[config.mk]
export PLATFORM = sky130hd
export DESIGN_NAME = mem_access_unit
export DESIGN_NICKNAME = d
export VERILOG_FILES = /design/src/rtl/mem_pkg.sv /design/src/rtl/mem_load_align.sv /design/src/rtl/mem_access_unit.sv
export SDC_FILE = /design/constraint.sdc
export NUM_CORES = 1
export LEC_CHECK = 0
export ABC_AREA = 1
export CAP_MARGIN = 0
export CORE_UTILIZATION = 50
export CTS_BUF_LIST = sky130_fd_sc_hd__clkbuf_16
export DETAILED_ROUTE_END_ITERATION = 6
export DONT_BUFFER_PORTS = 1
export MAX_ROUTING_LAYER = met4
export PLACE_DENSITY = 0.75
export SKIP_CTS_REPAIR_TIMING = 1
export SLEW_MARGIN = 15
export SYNTH_ARGS = -nofsm -noshare
export SYNTH_HDL_FRONTEND = slang
export SYNTH_HIERARCHICAL = 1
export SYNTH_SLANG_ARGS = --single-unit
[constraint.sdc]
create_clock -name CLK -period 1.5 [get_ports CLK]
set_input_delay 0.225 -clock CLK [delete_from_list [all_inputs] [get_ports CLK]]
set_output_delay 0.225 -clock CLK [all_outputs]
set_load 0.03 [all_outputs]
[src/rtl/mem_pkg.sv]
// Shared encodings for the MEM-stage access controller and its helpers:
// load/store command codes, FSM state type and byte-lane enable constants.
package mem_pkg;

    // Load command encodings carried on MEM_READ
    localparam logic [2:0] LD_LB  = 3'd1;
    localparam logic [2:0] LD_LH  = 3'd2;
    localparam logic [2:0] LD_LW  = 3'd3;
    localparam logic [2:0] LD_LBU = 3'd4;
    localparam logic [2:0] LD_LHU = 3'd5;

    // Store command encodings carried on MEM_WRITE
    localparam logic [2:0] ST_SB  = 3'd1;
    localparam logic [2:0] ST_SH  = 3'd2;
    localparam logic [2:0] ST_SW  = 3'd3;

    // Byte-lane enables
    localparam logic [3:0] BE_NONE    = 4'b0000;
    localparam logic [3:0] BE_BYTE0   = 4'b0001;
    localparam logic [3:0] BE_HALF_LO = 4'b0011;
    localparam logic [3:0] BE_HALF_HI = 4'b1100;
    localparam logic [3:0] BE_WORD    = 4'b1111;

    typedef enum logic [1:0] {
        IDLE,
        ACCESS,
        DONE
    } mem_state_t;

    function automatic logic is_load(input logic [2:0] cmd);
        return (cmd >= LD_LB) && (cmd <= LD_LHU);
    endfunction

    function automatic logic is_store(input logic [2:0] cmd);
        return (cmd >= ST_SB) && (cmd <= ST_SW);
    endfunction

endpackage

[src/rtl/mem_load_align.sv]
// Combinational load extraction: picks the byte/half selected by the byte
// offset out of a memory word and sign- or zero-extends it to 32 bits.
module mem_load_align
    import mem_pkg::*;
(
    input  logic [31:0] word,
    input  logic [1:0]  offset,
    input  logic [2:0]  cmd,
    output logic [31:0] result
);

    logic [7:0]  sel_byte;
    logic [15:0] sel_half;

    // Lane selection followed by extension according to the load command
    always_comb begin
        sel_byte = word[{offset, 3'b000} +: 8];
        sel_half = offset[1] ? word[31:16] : word[15:0];
        result   = word;
        case (cmd)
            LD_LB:   result = {{24{sel_byte[7]}}, sel_byte};
            LD_LH:   result = {{16{sel_half[15]}}, sel_half};
            LD_LBU:  result = {24'd0, sel_byte};
            LD_LHU:  result = {16'd0, sel_half};
            default: result = word;
        endcase
    end

endmodule

[src/rtl/mem_access_unit.sv]
// MEM-stage data-memory access controller. Runs an IDLE/ACCESS/DONE handshake
// with data memory, aligns stores into byte lanes, extracts loads and raises
// the global BUSY_WAIT stall while an access is outstanding.
// Optional build macro: MEM_TIMEOUT_EN (adds TIMEOUT_CYCLES and MEM_FAULT).
module mem_access_unit
    import mem_pkg::*;
#(
    parameter int unsigned ADDR_W = 32
`ifdef MEM_TIMEOUT_EN
    ,
    parameter int unsigned TIMEOUT_CYCLES = 255
`endif
) (
    input  logic              CLK,
    input  logic              RESET,
    input  logic [2:0]        MEM_READ,
    input  logic [2:0]        MEM_WRITE,
    input  logic [ADDR_W-1:0] ADDRESS,
    input  logic [31:0]       WRITE_DATA,
    output logic [31:0]       DATA_READED,
    output logic              BUSY_WAIT,
    output logic              MISALIGNED,
    output logic              D_MEM_READ,
    output logic              D_MEM_WRITE,
    output logic [ADDR_W-1:0] D_MEM_ADDRESS,
    output logic [31:0]       D_MEM_WRITEDATA,
    output logic [3:0]        D_MEM_BYTE_EN,
    input  logic [31:0]       D_MEM_READDATA,
    input  logic              D_MEM_BUSYWAIT
`ifdef MEM_TIMEOUT_EN
    ,
    output logic              MEM_FAULT
`endif
);

    mem_state_t state_q, state_d;

    logic        ld_valid, st_valid, req, misaligned, go;
    logic        size_half, size_word;
    logic [3:0]  be_next;
    logic [31:0] wdata_next;

    logic        is_load_q;
    logic [2:0]  ld_cmd_q;
    logic [1:0]  off_q;
    logic [31:0] ld_result;
    logic        timeout_hit;

`ifdef MEM_TIMEOUT_EN
    localparam int unsigned TW = (TIMEOUT_CYCLES > 255) ? $clog2(TIMEOUT_CYCLES + 1) : 8;
    logic [TW-1:0] tmo_cnt_q;
`endif

    // Command decode: a valid load wins over any store; alignment and lane setup
    always_comb begin
        ld_valid   = is_load(MEM_READ);
        st_valid   = !ld_valid && is_store(MEM_WRITE);
        req        = ld_valid || st_valid;
        size_half  = ld_valid ? (MEM_READ == LD_LH || MEM_READ == LD_LHU) : (st_valid && MEM_WRITE == ST_SH);
        size_word  = ld_valid ? (MEM_READ == LD_LW) : (st_valid && MEM_WRITE == ST_SW);
        misaligned = (size_half && ADDRESS[0]) || (size_word && (ADDRESS[1:0] != 2'b00));
        go         = req && !misaligned;
        be_next    = BE_WORD;
        wdata_next = WRITE_DATA;
        if (!ld_valid) begin
            case (MEM_WRITE)
                ST_SB: begin
                    be_next    = BE_BYTE0 << ADDRESS[1:0];
                    wdata_next = {4{WRITE_DATA[7:0]}};
                end
                ST_SH: begin
                    be_next    = ADDRESS[1] ? BE_HALF_HI : BE_HALF_LO;
                    wdata_next = {2{WRITE_DATA[15:0]}};
                end
                default: begin
                    be_next    = BE_WORD;
                    wdata_next = WRITE_DATA;
                end
            endcase
        end
    end

    // State register
    always_ff @(posedge CLK or negedge RESET) begin
        if (!RESET) state_q <= IDLE;
        else        state_q <= state_d;
    end

    // Next-state logic, memory strobes and pipeline stall
    always_comb begin
        state_d     = state_q;
        BUSY_WAIT   = 1'b0;
        D_MEM_READ  = 1'b0;
        D_MEM_WRITE = 1'b0;
        case (state_q)
            IDLE: begin
                // The stall is gated by reset so an asserted reset never
                // freezes the pipeline, even with a command still presented.
                BUSY_WAIT = go && RESET;
                if (go) state_d = ACCESS;
            end
            ACCESS: begin
                BUSY_WAIT   = 1'b1;
                D_MEM_READ  = is_load_q;
                D_MEM_WRITE = !is_load_q;
                if (!D_MEM_BUSYWAIT || timeout_hit) state_d = DONE;
            end
            DONE:    state_d = IDLE;
            default: state_d = IDLE;
        endcase
    end

`ifdef MEM_TIMEOUT_EN
    // Busy-wait counter, only running while an access is outstanding
    always_ff @(posedge CLK or negedge RESET) begin
        if (!RESET)                 tmo_cnt_q <= '0;
        else if (state_q == ACCESS) tmo_cnt_q <= tmo_cnt_q + TW'(1);
        else                        tmo_cnt_q <= '0;
    end

    assign timeout_hit = (state_q == ACCESS) && D_MEM_BUSYWAIT &&
                         (tmo_cnt_q == TW'(TIMEOUT_CYCLES - 1));
`else
    assign timeout_hit = 1'b0;
`endif

    mem_load_align u_load_align (
        .word   (D_MEM_READDATA),
        .offset (off_q),
        .cmd    (ld_cmd_q),
        .result (ld_result)
    );

    // Access latching, load capture and the misalignment pulse
    always_ff @(posedge CLK or negedge RESET) begin
        if (!RESET) begin
            D_MEM_ADDRESS   <= '0;
            D_MEM_WRITEDATA <= '0;
            D_MEM_BYTE_EN   <= BE_NONE;
            is_load_q       <= 1'b0;
            ld_cmd_q        <= '0;
            off_q           <= '0;
            DATA_READED     <= '0;
            MISALIGNED      <= 1'b0;
`ifdef MEM_TIMEOUT_EN
            MEM_FAULT       <= 1'b0;
`endif
        end else begin
            MISALIGNED <= (state_q == IDLE) && req && misaligned;
`ifdef MEM_TIMEOUT_EN
            MEM_FAULT  <= timeout_hit;
`endif
            if (state_q == IDLE && go) begin
                D_MEM_ADDRESS   <= {ADDRESS[ADDR_W-1:2], 2'b00};
                D_MEM_WRITEDATA <= wdata_next;
                D_MEM_BYTE_EN   <= be_next;
                is_load_q       <= ld_valid;
                ld_cmd_q        <= MEM_READ;
                off_q           <= ADDRESS[1:0];
            end
            if (timeout_hit)
                DATA_READED <= '0;
            else if (state_q == ACCESS && !D_MEM_BUSYWAIT && is_load_q)
                DATA_READED <= ld_result;
        end
    end

endmodule

---- After elaboration in Yosys (flattened, before gate mapping) ----
Cells that the tools add are included.
word-level totals
  register bits ........................... 107
  bits in latches ......................... 0
  bits in writable memories ............... 0
  ROM bits ................................ 0
  input port bits ......................... 105
  output and inout port bits .............. 104
  logic and storage cells ................. 67
  memories ................................ 0
cells by class
  $add $sub $neg .......................... 0
  multiply operators ...................... 0
  divide/modulo/power cells ............... 0
  $lt $le $gt $ge ......................... 4
  eq/ne operators ......................... 13
  shift operators ......................... 2
  muxes and demuxes ....................... 15
  bitwise operators ....................... 0
  reduce and logical (&&, ||, !) cells .... 24
operators with widths
  kind                   count
  $pmux W32 S4           1
  $pmux W32 S2           1
  $mux W32               1
  $shiftx A32 B6 Y8      1
  $mux W16               1
  $eq A3 B2 Y1 const B   5
  $logic_and A1 B1 Y1    14
  $eq A3 B3 Y1 const B   3
  $mux W4                2
  $pmux W4 S2            1
  $eq A3 B1 Y1 const B   2
  $ge A3 B1 Y1 const B   2
  $logic_not A1 Y1       4
  $mux W1                4
  $mux W2                2
  $ne A2 B2 Y1 const B   2
  $pmux W2 S2            1
  $shl A1 B2 Y4 const A  1
  $le A3 B2 Y1 const B   1
  $le A3 B3 Y1 const B   1
  $logic_or A1 B1 Y1     3
  $eq A2 B1 Y1 const B   1
  $logic_not A2 Y1       1
  $pmux W1 S2            1
  other kinds (2)        2

---- Depth between registers and ports, before layout ----
Gate-level depths: netlist (run 1).
  word-level depth ........................ 12
  gate-level depth with buffers ........... 11
  depth with buffers taken out ............ 9

---- Modules after synthesis ----
Netlist (run 1), hierarchy kept.
by module, submodules not included
  module           instances  cells an instance  area an instance (um^2)  seq. area each (um^2)
  mem_access_unit  1          544                4922.2                   2677.6
  mem_load_align   1          243                1038.5                   0.0

---- Least setup slack after synthesis (run 1) ----
Ideal clock, no wire load.
  kind .................................... reg-to-output
  from .................................... register state_q[1]
  to ...................................... output BUSY_WAIT
  arrival time ............................ 1.498 ns
  data required time ...................... 1.275 ns
  setup slack ............................. -0.223 ns
  cell stages (with the launch flop) ...... 7
  buffers on the path ..................... 2
  cells stage by stage .................... dfrtp_1 -> or2_2 -> a21oi_2 -> buf_2 -> buf_2 -> nand4_1 -> nand2_1
between the ends
  longest elaborated chain between the ends .. 2
  elaborated cells on any way between the ends .. 3
  those cells by class .................... eq/ne: 1; mux: 1; reduce/logical: 1
ends and longest elaborated chain
  element                                           line                   source
  start: declaration                                mem_access_unit.sv:36  mem_state_t state_q, state_d;
  start signal: assignment                          mem_access_unit.sv:86  else state_q <= state_d;
  $eq A2 B1 Y1 or $logic_not A2 Y1 (tied branches)  mem_access_unit.sv:95  case (state_q)
  $pmux W1 S2 *                                     mem_access_unit.sv:95
  end: declaration                                  mem_access_unit.sv:21  output logic BUSY_WAIT,
Mark *: on every way between the ends. The rest lies on a longest branch, timed or not.

---- Final worst setup path (run 1) ----
Same ends and word-level chain as after synthesis.

==> run_results.csv, run 1 <==
group,metric,value,unit
outcome,status,"finished with violations",
outcome,violations,"DRC, hold timing, setup timing",
synth,ys_warn_count,6,
synth,yosys.cell_types.count,25,
pwr,combPwrFrac,41.4,%
routing,via_count,5481,
clocking,worstSkewPairLatency,0.35,ns
pwr,peakVddDrop,993,uV
routing,drcViolationCount,24,
pwr,p_leak,3.74,nW
place,gp_congestion,0.910,
sta,skew,0.00938,ns
sta,fin_ws,-0.239,ns
global_route,grt_usage,27.1,%
synth,yosys_most_used_dff,"dfrtp_1",
final_layout,multi_input_area,3080,um^2
final_layout,seqCellArea,2680,um^2
clocking,cts_buffer_depth,2,
sta,rsz0062_at_grt,"yes",
routing,dr.pass1.iters,7,
final_layout,nNetsFinal,913,
pwr,powerDensity,2480,nW/um^2
clocking,cts_num_sinks,107,
clocking,root_buffer,"clkbuf_16",
die,die_area,12400,um^2
routing,dr.first_iter.drc_count,442,
critical_path,worst_ep_required_time,1.27,ns
critical_path,rrSetupSlack,-0.16,ns
place,dp_hpwl,11800,um
sta,period_minus_slack,1.74,ns
clocking,cts_made_buffers,9,
routing,routed_via_density,5.73,
synth,yosysTopAreaCellShare,44.9,%
die,ios,209,
sta,final.period_utilization,116,%
synth,syn_inst,787,
synth,syn_avg_cell_area,7.57,um^2
routing,wl_per_cell,17.7,um
clocking,cts_tree,"done",
die,start_util,51.8,%
global_route,grt_pass1_vias,5326,
worst_hold_path,hold_class,"input port to asynchronous set/reset pin",
die,die_x,111,um
final_layout,fillers,1012,
global_route,grt_max_degree,109,
synth,async_flop_share,100,%
synth,synthTopCellsByCount,"362 x nand2_1, 107 x dfrtp_1, 73 x nand4_1, 33 x inv_1, 33 x nor2_1",
synth,ys_ff_latch,107,
synth,ys_seq_area_share,44.9,%
place,port_buffers,0,
critical_path,worst-setup-path-type,"flop to output pin",
die,fp.dieH,111,um
sta,fmax,0.575,GHz
sta,whs,-0.439,ns
pwr,p_seq_share,45.1,%
routing,postRouteAntennaNets,0,
sta,hold_viol_final,107,
clocking,htree_levels,3,
synth,synth_edf_count,0,
pwr,switching_share,50.4,%
critical_path,path_max_fanout,5,
die,rows,39,
critical_path,end_kind,"output pin",
final_layout,n_antenna_cell,0,
final_layout,drive_gt1_share,20.7,%
global_route,grt.overflow.total,0,
sta,setup_viol,100,
final_layout,syn2layout_area_growth,17.7,%
global_route,grt_pass1_wl,26100,um
pwr,p_switching,8.79,mW
synth,synth_top_cell_by_area,"dfrtp_1",
global_route,antenna_found_initial,0,
pwr,power.total,17.4,mW
die,core-area,11500,um^2
sta,drv_slew,0,
pwr,p_int,8.64,mW
pwr,clkPwrFrac,13.4,%
flow_run,drv_cap,0,
critical_path,cp.arrival,1.51,ns
synth,netlist_area,5960,um^2
critical_path,start_kind,"flop",
routing,totalWireLength,16900,um
clocking,path_clk_slew,0.08,ns
synth,ys_top_cells_by_area,"dfrtp_1 45%, nand2_1 23%, nand4_1 7.7%, mux2_2 3.6%, buf_6 2.5%",
place,place_ws,-0.139,ns
synth,yosysMostFrequentCell,"nand2_1",
[metrics by stage]
| stage | utilization [%] | TNS (ns) | hold WS (ns) | area (um^2) | std cells |
|---|---|---|---|---|---|
| floorplan | - | -0.561 | -0.0706 | 6040 | 788 |
| global placement | 54.8 | -4.47 | -0.0687 | 6310 | 925 |
| detailed placement | 54.8 | -6.82 | -0.0687 | 6310 | 925 |
| CTS | 57.4 | -8.93 | -0.449 | 6610 | 941 |
| global route | 60.9 | -17.37 | -0.457 | 7020 | 956 |
| finish | 60.9 | -9.46 | -0.439 | 7020 | 956 |
[area by class of cell]
class | count | area share, %
Timing Repair inverter | 3 | 0.357
Multi-Input combinational cell | 591 | 43.9
Clock inverter | 7 | 0.981
Clock buffer | 9 | 3.21
Inverter | 37 | 2.10
Tap cell | 143 | 2.55
Timing Repair Buffer | 59 | 8.65
Sequential cell | 107 | 38.2
[metal layers]
metal	vias to the layer above	part of all wire (%)	global-route usage, %
met5	-	0	-
met4	0	3.2	10.5
met3	44	9.2	7.38
met2	254	49	44.9
met1	2586	39	31.4
li1	2597	-	-
[worst max-delay path, stage by stage (launching register included)]
cell     delay, ns
dfrtp_1       0.40
or2_4         0.25
a21oi_4       0.17
nand4_1       0.18
nand2_4       0.16
[registers in the layout, summed over array words and instances (netlist names)]
signal,cells
ld_cmd_q,3
state_q,2
D_MEM_ADDRESS,30
DATA_READED,32
MISALIGNED,1
D_MEM_BYTE_EN,4
off_q,2
D_MEM_WRITEDATA,32
is_load_q,1
[logic make-up after synthesis]
kind of cell	Yosys count	share of synthesized area, %
mux	32	6.05
other cells	1	0.0629
buf+inv	90	8.14
flops	107	44.9
compound gates	48	4.28
simple gates	509	36.5
[final timing paths]
path                           startpoint             endpoint  depth (start not counted)
hold reg to reg               ld_cmd_q[0]          ld_cmd_q[0]                          2
min in group CLK           D_MEM_BUSYWAIT           state_q[0]                          2
max in group asynchronous           RESET  D_MEM_WRITEDATA[31]                          0
hold / removal                      RESET      DATA_READED[25]                          0
setup / recovery               state_q[1]            BUSY_WAIT                          4
setup reg to reg              ld_cmd_q[2]       DATA_READED[3]                          8
[power by group through the flow]
stage | clock network [mW] | logic [mW] | registers, mW
2_1_floorplan | 0 | 4.39 | 7.53
3_3_place_gp | 0 | 5.48 | 7.84
3_5_place_dp | 0 | 5.72 | 7.86
4_1_cts | 2.39 | 5.71 | 7.84
5_1_grt | 2.49 | 7.96 | 8.00
6_report | 2.34 | 7.22 | 7.86
[placed cells by master (no fill, tap or decap), types with 3 or more instances in the layout]
cell type,Yosys,final
a21oi_1,15,13
a31oi_4,0,4
buf_12,0,9
buf_4,4,40
buf_6,13,9
clkbuf_16,0,10
dfrtp_1,107,104
dfrtp_2,0,3
inv_1,33,29
inv_2,4,6
inv_8,0,3
mux2_2,19,18
mux2_4,0,12
nand2_1,362,344
nand2_2,4,18
nand2_4,0,3
nand3_1,29,25
nand3_2,5,5
nand3_4,0,4
nand4_1,73,73
nor2_1,33,25
nor2_2,2,8
o21ai_0,24,15
o21ai_1,0,9
(Power assumes the default switching activity.)
==> run 2, diff against run 1 <==
- TNS_END_PERCENT: default -> 30
==> run 2 against run 1 <==
Clock power barely moved. Largest cell class unchanged. First-iteration DRC count is 8.8% lower. Critical path type unchanged. The run still ends with DRC, hold timing, setup timing left. Critical path depth is the same. Design area grew 1.5%. Global-route usage increased by 0.48 points. Critical endpoint unchanged. Die area stayed put. Final cell count is 0.42% lower.
==> run_results.csv, run 2 (same netlist as run 1, synthesis figures left out) <==
group,metric,value,unit
outcome,status,"finished with violations",
outcome,violations,"DRC, hold timing, setup timing",
worst_hold_path,hold_class,"input port to asynchronous set/reset pin",
routing,routed_via_density,5.80,
final_layout,reg_top3,"DATA_READED (32), D_MEM_WRITEDATA (32), D_MEM_ADDRESS (30)",
pwr,p_switching,9.02,mW
place,gp_congestion,0.904,
sta,fin_ws,-0.200,ns
clocking,cts_buffer_depth,2,
final_layout,drive_gt1_share,22.1,%
place,numPlacedInstances,918,
routing,totalWireLength,17500,um
sta,fin_tns_setup,-2.88,ns
pwr,peakVddDrop,1320,uV
sta,skew,0.00839,ns
flow_run,drv_cap,0,
pwr,combPwrFrac,42.4,%
routing,via_count,5519,
final_layout,nNetsFinal,909,
critical_path,cp_slowest_cell,"dfrtp_1",
sta,period_minus_slack,1.70,ns
routing,drcViolationCount,28,
pwr,power.total,17.8,mW
die,start_util,51.8,%
critical_path,slowest_delay,0.40,ns
clocking,cts_num_sinks,107,
die,ios,209,
global_route,grt_pass1_wl,26100,um
critical_path,worst_ep_required_time,1.27,ns
routing,dr.first_iter.drc_count,403,
critical_path,cp.arrival,1.47,ns
sta,fmax,0.588,GHz
critical_path,start_kind,"flop",
die,fp.dieH,111,um
sta,drv_slew,0,
final_layout,syn2layout_area_growth,19.5,%
global_route,grt.overflow.total,0,
pwr,clkPwrFrac,13.2,%
critical_path,path_max_fanout,4,
critical_path,crit_chain,"or2_4 -> a21oi_4 -> nand4_1 -> nand2_2",
clocking,cts_tree,"done",
sta,whs,-0.438,ns
pwr,p_int,8.77,mW
place,dp_hpwl,11700,um
sta,setup_viol,35,
place,port_buffers,0,
pwr,switching_share,50.7,%
final_layout,final_common_cell,"nand2_1",
critical_path,r2r-start,"ld_cmd_q[0]",
final_layout,layout.cells.non_filler,952,
pwr,powerDensity,2500,nW/um^2
critical_path,cp_top_family,"simple AND/OR/NAND/NOR gates",
die,core-area,11500,um^2
routing,wl_per_cell,18.4,um
final_layout,n_antenna_cell,0,
global_route,grt_max_degree,109,
die,die_x,111,um
clocking,path_clk_slew,0.08,ns
pwr,p_leak,3.78,nW
clocking,cts_made_buffers,9,
sta,hold_viol_final,107,
global_route,antenna_found_initial,0,
critical_path,worst-setup-path-type,"flop to output pin",
routing,postRouteAntennaNets,0,
clocking,worstSkewPairLatency,0.35,ns
critical_path,rrSetupSlack,-0.19,ns
critical_path,critPathLaunch,"state_q[1]",
critical_path,end_kind,"output pin",
sta,final.period_utilization,113,%
critical_path,path_buf_inv,0,
sta,rsz0062_at_grt,"yes",
die,rows,39,
global_route,grt_pass1_vias,5207,
pwr,p_seq_share,44.4,%
clocking,htree_levels,3,
global_route,grt_usage,27.6,%
routing,dr.pass1.iters,7,
die,die_area,12400,um^2
clocking,root_buffer,"clkbuf_16",
final_layout,layout_common_cells,"337 x nand2_1, 104 x dfrtp_1, 73 x nand4_1",
[run 2: cell count changes in the layout (fill, tap and decap cells not counted), sizes merged]
| cell | delta |
|---|---|
| inv | -3 |
| buf | -8 |
| dlygate4sd3 | +1 |
| clkinv | +3 |
| clkbuf | +3 |
[run 2: layout make-up]
cell class | count | area (um^2)
clock buffer | 9 | 225
clock inverter | 7 | 71.3
fill | 995 | 4390
inverter | 37 | 153
multi-input combinational | 591 | 3160
sequential | 107 | 2680
tap | 143 | 179
timing repair buffer | 55 | 626
timing repair inverter | 3 | 30.0
[run 2: final timing paths]
| path | cells after the start | end |
|---|---|---|
| worst max-delay path | 4 | BUSY_WAIT |
| max in group asynchronous | 0 | off_q[1] |
| min in group CLK | 2 | off_q[0] |
| worst min register to register | 2 | ld_cmd_q[1] |
| worst min-delay path | 0 | DATA_READED[4] |
| worst max register to register | 7 | DATA_READED[6] |
[run 2: routing by layer]
layer  up-vias  routed length [um]  track usage [%]
li1       2599                   -                -
met1      2604                6600             31.3
met2       274                8420             44.6
met3        42                1970             10.6
met4         0                 547             9.46
met5         -                   0                -
[run 2: power groups by stage]
stage               sequential (mW)  combinational [mW]  clock [mW]
CTS                            7.85                5.54        2.38
floorplan                      7.52                4.32           0
finish                         7.89                7.54        2.35
global placement               7.85                5.33           0
detailed placement             7.88                5.55           0
global route                   8.02                8.23        2.48
[run 2: stage by stage]
stage          utilization [%]  hold WS (ns)  setup WS, ns  cell area, um^2
2_1_floorplan                -       -0.0706       -0.0658             6020
3_3_place_gp              54.0       -0.0687       -0.0595             6210
3_5_place_dp              54.0       -0.0685        -0.157             6210
4_1_cts                   56.5        -0.450        -0.302             6510
5_1_grt                   61.9        -0.460        -0.255             7120
6_report                  61.9        -0.438        -0.200             7120
